<file path="config.mk">
export PLATFORM = sky130hd
export DESIGN_NAME = mem_access_unit
export DESIGN_NICKNAME = d
export VERILOG_FILES = /design/src/rtl/mem_access_unit.sv
export SDC_FILE = /design/constraint.sdc
export NUM_CORES = 1
export LEC_CHECK = 0
export BUFFER_PORTS_ARGS = -buffer_cell sky130_fd_sc_hd__buf_4
export CORE_MARGIN = 2
export CORE_UTILIZATION = 33
export DETAILED_ROUTE_END_ITERATION = 16
export HOLD_SLACK_MARGIN = 0.02
export PLACE_DENSITY_LB_ADDON = 0.1
export SLEW_MARGIN = 20
export SYNTH_ARGS = -nofsm -noshare
export SYNTH_HDL_FRONTEND = slang
export SYNTH_SLANG_ARGS = --single-unit
</file>
<file path="constraint.sdc">
create_clock -name CLK -period 3.4 [get_ports CLK]
set_clock_uncertainty 0.2 [all_clocks]
set_input_delay 0.17 -clock CLK [delete_from_list [all_inputs] [get_ports CLK]]
set_output_delay 0.17 -clock CLK [all_outputs]
set_load 0.02 [all_outputs]
</file>
<file path="src/rtl/mem_access_unit.sv">
// mem_access_unit
//   Load/store unit behind the EX stage. It latches one memory request,
//   runs a single REQ/ACK transaction on the data bus and returns
//   right-justified, sign- or zero-extended load data. MEM_STALL holds the
//   pipeline until the access has completed.
//
//   Optional feature macro: MEM_MISALIGN_TRAP_EN
//     defined   : a misaligned H/W access skips the bus and pulses MEM_MISALIGNED
//     undefined : the offending low address bits are ignored, MEM_MISALIGNED = 0
//
//   Ports
//     CLK, RST          clock; synchronous active-high reset
//     EX_MEM_READ/WRITE load / store strobes (the store wins when both are high)
//     EX_FUNC3          000 B, 001 H, 010 W, 100 BU, 101 HU; any other value is W
//     EX_ADDRESS        byte address
//     EX_WRITE_DATA     store data (rs2)
//     MEM_STALL         pipeline freeze (combinational)
//     MEM_READ_DATA     extended load result
//     MEM_DATA_VALID    one-cycle pulse for a completed load
//     MEM_MISALIGNED    one-cycle pulse for a trapped misaligned access
//     BUS_*             registered data-memory bus: REQ, WE, ADDR, WDATA,
//                       BYTE_EN out; ACK, RDATA in
//
//   state  | meaning
//   IDLE   | waiting for a request; latches it and stalls in the same cycle
//   ACCESS | BUS_REQ high, waiting for BUS_ACK
//   DONE   | stall released; load data valid; incoming requests ignored
module mem_access_unit #(
  parameter int ADDR_WIDTH = 32
) (
  input  logic                  CLK,
  input  logic                  RST,
  input  logic                  EX_MEM_READ,
  input  logic                  EX_MEM_WRITE,
  input  logic [2:0]            EX_FUNC3,
  input  logic [ADDR_WIDTH-1:0] EX_ADDRESS,
  input  logic [31:0]           EX_WRITE_DATA,
  output logic                  MEM_STALL,
  output logic [31:0]           MEM_READ_DATA,
  output logic                  MEM_DATA_VALID,
  output logic                  MEM_MISALIGNED,
  output logic                  BUS_REQ,
  output logic                  BUS_WE,
  output logic [ADDR_WIDTH-1:0] BUS_ADDR,
  output logic [31:0]           BUS_WDATA,
  output logic [3:0]            BUS_BYTE_EN,
  input  logic                  BUS_ACK,
  input  logic [31:0]           BUS_RDATA
);

  typedef enum logic [1:0] {IDLE, ACCESS, DONE} state_t;

  state_t                state, state_nxt;
  logic                  accept;
  logic                  trap_in;
  logic                  is_byte, is_half;
  logic [3:0]            be_in;
  logic [31:0]           wdata_in;
  logic [ADDR_WIDTH-1:0] addr_q;
  logic [2:0]            func3_q;
  logic                  we_q;
  logic [31:0]           load_ext;
  logic [31:0]           rd_shift;
  logic [7:0]            rd_byte;
  logic [15:0]           rd_half;

  // func3[1:0] alone selects the size; 011/110/111 fall through to word.
  assign is_byte = (EX_FUNC3[1:0] == 2'b00);
  assign is_half = (EX_FUNC3[1:0] == 2'b01);

`ifdef MEM_MISALIGN_TRAP_EN
  assign trap_in = (is_half & EX_ADDRESS[0]) |
                   (~is_byte & ~is_half & (EX_ADDRESS[1:0] != 2'b00));
`else
  assign trap_in = 1'b0;
`endif

  always_comb begin
    be_in    = 4'b1111;
    wdata_in = EX_WRITE_DATA;
    if (is_byte) begin
      be_in    = 4'b0001 << EX_ADDRESS[1:0];
      wdata_in = {4{EX_WRITE_DATA[7:0]}};
    end else if (is_half) begin
      be_in    = 4'b0011 << {EX_ADDRESS[1], 1'b0};
      wdata_in = {2{EX_WRITE_DATA[15:0]}};
    end
  end

  always_ff @(posedge CLK) begin
    if (RST) state <= IDLE;
    else     state <= state_nxt;
  end

  always_comb begin
    state_nxt = state;
    MEM_STALL = 1'b0;
    accept    = 1'b0;
    case (state)
      IDLE: begin
        if (EX_MEM_READ || EX_MEM_WRITE) begin
          MEM_STALL = 1'b1;
          accept    = 1'b1;
          state_nxt = trap_in ? DONE : ACCESS;
        end
      end
      ACCESS: begin
        MEM_STALL = 1'b1;
        if (BUS_ACK) state_nxt = DONE;
      end
      DONE:    state_nxt = IDLE;
      default: state_nxt = IDLE;
    endcase
  end

  // Lane selection uses the latched address; word loads always take lane 0.
  assign rd_shift = BUS_RDATA >> {addr_q[1:0], 3'b000};
  assign rd_byte  = rd_shift[7:0];
  assign rd_half  = addr_q[1] ? BUS_RDATA[31:16] : BUS_RDATA[15:0];

  always_comb begin
    case (func3_q)
      3'b000:  load_ext = {{24{rd_byte[7]}}, rd_byte};
      3'b100:  load_ext = {24'd0, rd_byte};
      3'b001:  load_ext = {{16{rd_half[15]}}, rd_half};
      3'b101:  load_ext = {16'd0, rd_half};
      default: load_ext = BUS_RDATA;
    endcase
  end

  assign BUS_ADDR = {addr_q[ADDR_WIDTH-1:2], 2'b00};

  always_ff @(posedge CLK) begin
    if (RST) begin
      addr_q         <= '0;
      func3_q        <= '0;
      we_q           <= 1'b0;
      BUS_REQ        <= 1'b0;
      BUS_WE         <= 1'b0;
      BUS_WDATA      <= '0;
      BUS_BYTE_EN    <= '0;
      MEM_READ_DATA  <= '0;
      MEM_DATA_VALID <= 1'b0;
    end else begin
      MEM_DATA_VALID <= 1'b0;
      if (accept) begin
        addr_q  <= EX_ADDRESS;
        func3_q <= EX_FUNC3;
        we_q    <= EX_MEM_WRITE;
        if (!trap_in) begin
          BUS_REQ     <= 1'b1;
          BUS_WE      <= EX_MEM_WRITE;
          BUS_WDATA   <= wdata_in;
          BUS_BYTE_EN <= be_in;
        end
      end
      if (state == ACCESS && BUS_ACK) begin
        BUS_REQ <= 1'b0;
        BUS_WE  <= 1'b0;
        if (!we_q) begin
          MEM_READ_DATA  <= load_ext;
          MEM_DATA_VALID <= 1'b1;
        end
      end
    end
  end

`ifdef MEM_MISALIGN_TRAP_EN
  always_ff @(posedge CLK) begin
    if (RST) MEM_MISALIGNED <= 1'b0;
    else     MEM_MISALIGNED <= accept & trap_in;
  end
`else
  assign MEM_MISALIGNED = 1'b0;
`endif

endmodule

</file>
* After elaboration in Yosys (flattened, before gate mapping)
Index checks and enable logic that the tools add are counted. W data, S select, Z words.
Word-level totals: register bits 109, output and inout bits 105
Cells by class: equality and inequality tests 7, shifts and indexed selects 3, multiplexer cells 13, bitwise logic cells 2, reduce and logical (&&, ||, !) cells 9
Operators by type and width (count):
- $pmux W32 S4 | 1
- $mux W32 | 2
- $shr A32 B5 Y8 | 1
- $mux W16 | 1
- $mux W4 | 2
- $eq A3 B3 Y1 const B | 2
- $eq A2 B1 Y1 const B | 2
- $logic_not A2 Y1 | 2
- $mux W2 | 2
- $ne A2 B2 Y1 const B | 2
- $pmux W2 S2 | 1
- $reduce_and A2 Y1 | 2
- $reduce_or A2 Y1 | 2
- $shl A1 B2 Y4 const A | 1
- $shl A2 B2 Y4 const A | 1
- $eq A3 B1 Y1 const B | 1
- $logic_not A3 Y1 | 1
- $mux W1 | 3
- $not A1 Y1 | 2
- $pmux W1 S2 | 1
- $logic_and A1 B1 Y1 | 1
- $logic_or A1 B1 Y1 | 1

* Longest topological paths before layout
word-level depth 4, mapped depth 6, mapped depth without buffers 4

* Worst setup path before layout
Ideal clock, no wire load.
path kind flip-flop to flip-flop, start point register addr_q[1], end point register MEM_READ_DATA[22], setup time 0.134 ns, data arrival time 1.369 ns, setup slack 1.697 ns, cell stages (with the launch flop) 6, buffers on the path 2, clock period less this slack 1.703 ns, path through dfxtp_1 > buf_6 > mux4_2 > a21oi_4 > buf_6 > a211oi_1
Between the ends: longest elaborated chain between the ends 2, elaborated cells between the ends (all ways) 3, those cells by class shift: 1; mux: 2
Ends and longest elaborated chain:
- start, declared | line 59 | logic [ADDR_WIDTH-1:0] addr_q;
- start signal, assigned | line 135 | addr_q <= '0;
- start signal, assigned | line 147 | addr_q <= EX_ADDRESS;
- $shr A32 B5 Y8 / $mux W16 (equally long branches) | line 117, 119
- $pmux W32 S4 (*) | line 122 | case (func3_q)
- end signal, assigned | line 161 | MEM_READ_DATA <= load_ext;
- end, declared | line 39 | output logic [31:0] MEM_READ_DATA,
Mark *: on every way between the ends. The rest lies on a longest branch, timed or not. A chain may end at the register's enable or synchronous reset.

* Worst setup path after layout
start point register func3_q[1], end point register MEM_READ_DATA[12]
Between the ends: longest elaborated chain between the ends 2, elaborated cells between the ends (all ways) 5, those cells by class eq/ne: 3; mux: 1; reduce/logical: 1
Ends and longest elaborated chain:
- start, declared | line 60 | logic [2:0] func3_q;
- start signal, assigned | line 136 | func3_q <= '0;
- start signal, assigned | line 148 | func3_q <= EX_FUNC3;
- $eq A3 B3 Y1 (tied with other cells) | line 122
- $pmux W32 S4 (*) | line 122
Marked as above.

==> flow_summary_export.csv <==
group,metric,value,unit
run_status,status,"completed",
global_routing,grt_max_degree,90,
logic_synthesis,synth_area_leader_cell,"dfxtp_1",
drt,wl_per_cell,15.1,µm
floorplan,die_w,127,µm
worst_setup_path,crit_chain,"nand2b_1 -> o22ai_1 -> a221o_1 -> a21oi_1",
worst_setup_path,path_delay_family,"flip-flops",
timing,fmaxAchievable,474,MHz
logic_synthesis,ys_types,39,
logic_synthesis,ys_ff_latch,109,
cts,clk_pin_slew,0.07,ns
pwr,peakVddDrop,291,µV
worst_setup_path,cp-end-kind,"flip-flop",
timing,worstMarginPinSlew,0.840,ns
logic_synthesis,ys.flop_type,"dfxtp_1",
global_routing,use_met1,22.9,%
pwr,cellPowerDensity,461,nW/µm²
timing,fin_setup_tns,0,ns
drt,drc,0,
timing,rsz0062_at_grt,"no",
global_routing,use_met3,5.57,%
floorplan,start_util,33.9,%
drt,viasPerCell,4.88,
logic_synthesis,seq_area_frac_synth,43.9,%
cells_and_area,drive_gt1_share,27.1,%
cells_and_area,fillers,1381,
drt,drt_first_pass_iters,5,
cts,clockBufferDepth,2,
pwr,power.switching,0.00105,W
timing,finalCritPeriodShare,62.0,%
logic_synthesis,syn_area_per_cell,7.96,µm²
cts,cts_sinks,109,
min_path,hp-class,"in -> reg",
pwr,combPwrFrac,25.6,%
cts,cts_buffers,9,
logic_synthesis,yosys-top-cells-area,"dfxtp_1 44%, nand2_1 11%, a21oi_1 6.8%",
pwr,power.leakage,3.29,nW
drt,drt_iter0_drc,234,
timing,drv_slew,0,
global_routing,grt_antenna_before_repair,0,
global_routing,gr-total-overflow,0,
worst_setup_path,cp.arrival,2.19,ns
timing,final-setup-viol-count,0,
pwr,switching_share,30.0,%
logic_synthesis,synth.top_cell.area_share,43.9,%
worst_setup_path,critPathSlowestCell,"dfxtp_1",
logic_synthesis,synth_edf_count,0,
drt,drt_wl_total,15800,µm
timing,min_period,2.11,ns
global_routing,grt_busiest_layer,"met2",
logic_synthesis,async_flop_share,0,%
global_routing,grt_util_met2,32.1,%
floorplan,dieArea,16100,µm²
pwr,seqPwrFrac,41.6,%
cts,ctsRootBufferMaster,"clkbuf_16",
logic_synthesis,ys_warn_count,0,
cts,h-tree-depth,3,
timing,hold_violations,0,
place,hpwl,10700,µm
worst_setup_path,setup.worst_path.class,"reg -> reg",
floorplan,core,14600,µm²
floorplan,io_pins,209,
worst_setup_path,critPathBufInv,0,
cells_and_area,syn2layout_area_growth,53.1,%
logic_synthesis,post-synth-top-count-cell,"nand2_1",
cells_and_area,finish.utilization,51.9,%
drt,ant_nets,0,
global_routing,grt_pass1_wl,24800,µm
worst_setup_path,slowest_delay,0.83,ns
logic_synthesis,syn_inst,624,
pwr,p_int,0.00245,W
worst_setup_path,cp_data_required_time,3.48,ns
cts,cts_tree,"built",
logic_synthesis,syn_area,4970,µm²
cells_and_area,n_antenna_cell,0,
logic_synthesis,ys_top_cells_by_count,"152 x nand2_1, 109 x dfxtp_1, 68 x a21oi_1",
flow_run,maxCapViolations,0,
worst_setup_path,start_kind,"flip-flop",
timing,max-slew-margin-rel,44.0,%
pwr,pwr-share-clk,32.8,%
place,portBuffers,205,
worst_setup_path,path_max_fanout,25,
cells_and_area,fin_nets,962,
drt,vias,5105,
place,gp_congestion,0.857,
cts,clock_latency,0.35,ns
global_routing,track_usage,19.1,%
floorplan,row_count,44,
cts,cts_resized,0,
floorplan,fp.dieH,127,µm
global_routing,grt_pass1_vias,4989,
## routing by layer
| layer | part of all wire [%] | vias up |
|---|---|---|
| li1 | - | 2555 |
| met1 | 43 | 2353 |
| met2 | 47 | 169 |
| met3 | 7.2 | 28 |
| met4 | 2.9 | 0 |
| met5 | 0 | - |
## cells in the final DEF (no fill, tap or decap), types with 6 or more instances in the layout
cell type | synthesis | routed
a211oi_1 | 33 | 33
a21oi_1 | 68 | 68
a311oi_1 | 11 | 11
buf_4 | 33 | 209
clkbuf_16 | 0 | 9
dfxtp_1 | 109 | 109
dlygate4sd3_1 | 0 | 94
inv_1 | 6 | 6
mux2i_1 | 23 | 23
nand2_1 | 152 | 152
nand3b_1 | 6 | 6
nor2_1 | 59 | 59
nor3_1 | 7 | 7
o21ai_0 | 19 | 19
## cells by family (layout without fill, tap and decap cells)
| kind of cell | count (synthesis) | count (layout) | share of synthesized area (%) |
|---|---|---|---|
| compound gates | 156 | 156 | 19.9 |
| buf+inv | 89 | 326 | 9.77 |
| flops | 109 | 109 | 43.9 |
| mux | 28 | 28 | 6.30 |
| other cells | 1 | 3 | 0.0755 |
| simple gates | 241 | 241 | 20.0 |
## area by class of cell
| cell class | instances | area (µm²) | area share [%] |
|---|---|---|---|
| Inverter | 6 | 22.5 | 0.296 |
| Clock inverter | 7 | 97.6 | 1.28 |
| Multi-Input combinational cell | 428 | 2320 | 30.5 |
| Sequential cell | 109 | 2180 | 28.7 |
| Tap cell | 184 | 230 | 3.03 |
| Clock buffer | 9 | 225 | 2.96 |
| Timing Repair Buffer | 304 | 2530 | 33.3 |
## power by group through the flow
stage / Clock [W] / Combinational [W] / Sequential (W)
global route: 0.00123 / 0.000972 / 0.00147
detailed placement: 0 / 0.000812 / 0.00149
finish: 0.00115 / 0.000896 / 0.00146
CTS: 0.00119 / 0.000900 / 0.00146
floorplan: 0 / 0.000418 / 0.00156
global placement: 0 / 0.000800 / 0.00148
## metrics by stage
step,cells,hold WS (ns),setup slack (ns),total power (W),area [µm²]
2_1_floorplan,626,0.0657,1.70,0.00198,4980
3_3_place_gp,937,0.197,1.25,0.00228,6340
3_5_place_dp,937,0.204,1.24,0.00230,6340
4_1_cts,1047,0.0331,1.07,0.00355,7600
5_1_grt,1047,0.0536,1.16,0.00367,7610
6_report,1047,0.0507,1.29,0.00350,7610
## sequential cells by signal, indices dropped and copies added, names as in the netlist
name,count
BUS_BYTE_EN,4
BUS_REQ,1
BUS_WDATA,32
BUS_WE,1
MEM_DATA_VALID,1
MEM_READ_DATA,32
addr_q,32
func3_q,3
state,2
we_q,1
## worst paths after layout
path,start,to,slack (ns),cells after the start
setup reg to reg,func3_q[1],MEM_READ_DATA[12],1.29,4
hold / removal,BUS_RDATA[12],MEM_READ_DATA[12],0.05,4
setup / recovery,func3_q[1],MEM_READ_DATA[12],1.29,4
hold reg to reg,BUS_WDATA[30],BUS_WDATA[30],0.25,2
## repair_timing
item                      4_1_cts  5_1_grt
buffers inserted                0        0
hold buffers                   94        0
hold endpoints to repair       99        0
## worst min-delay path, stage by stage
cell	delay, ns
buf_4	0.12
inv_1	0.05
a221o_1	0.14
a21oi_1	0.07
Note: power is estimated with default switching activity, not from simulation.
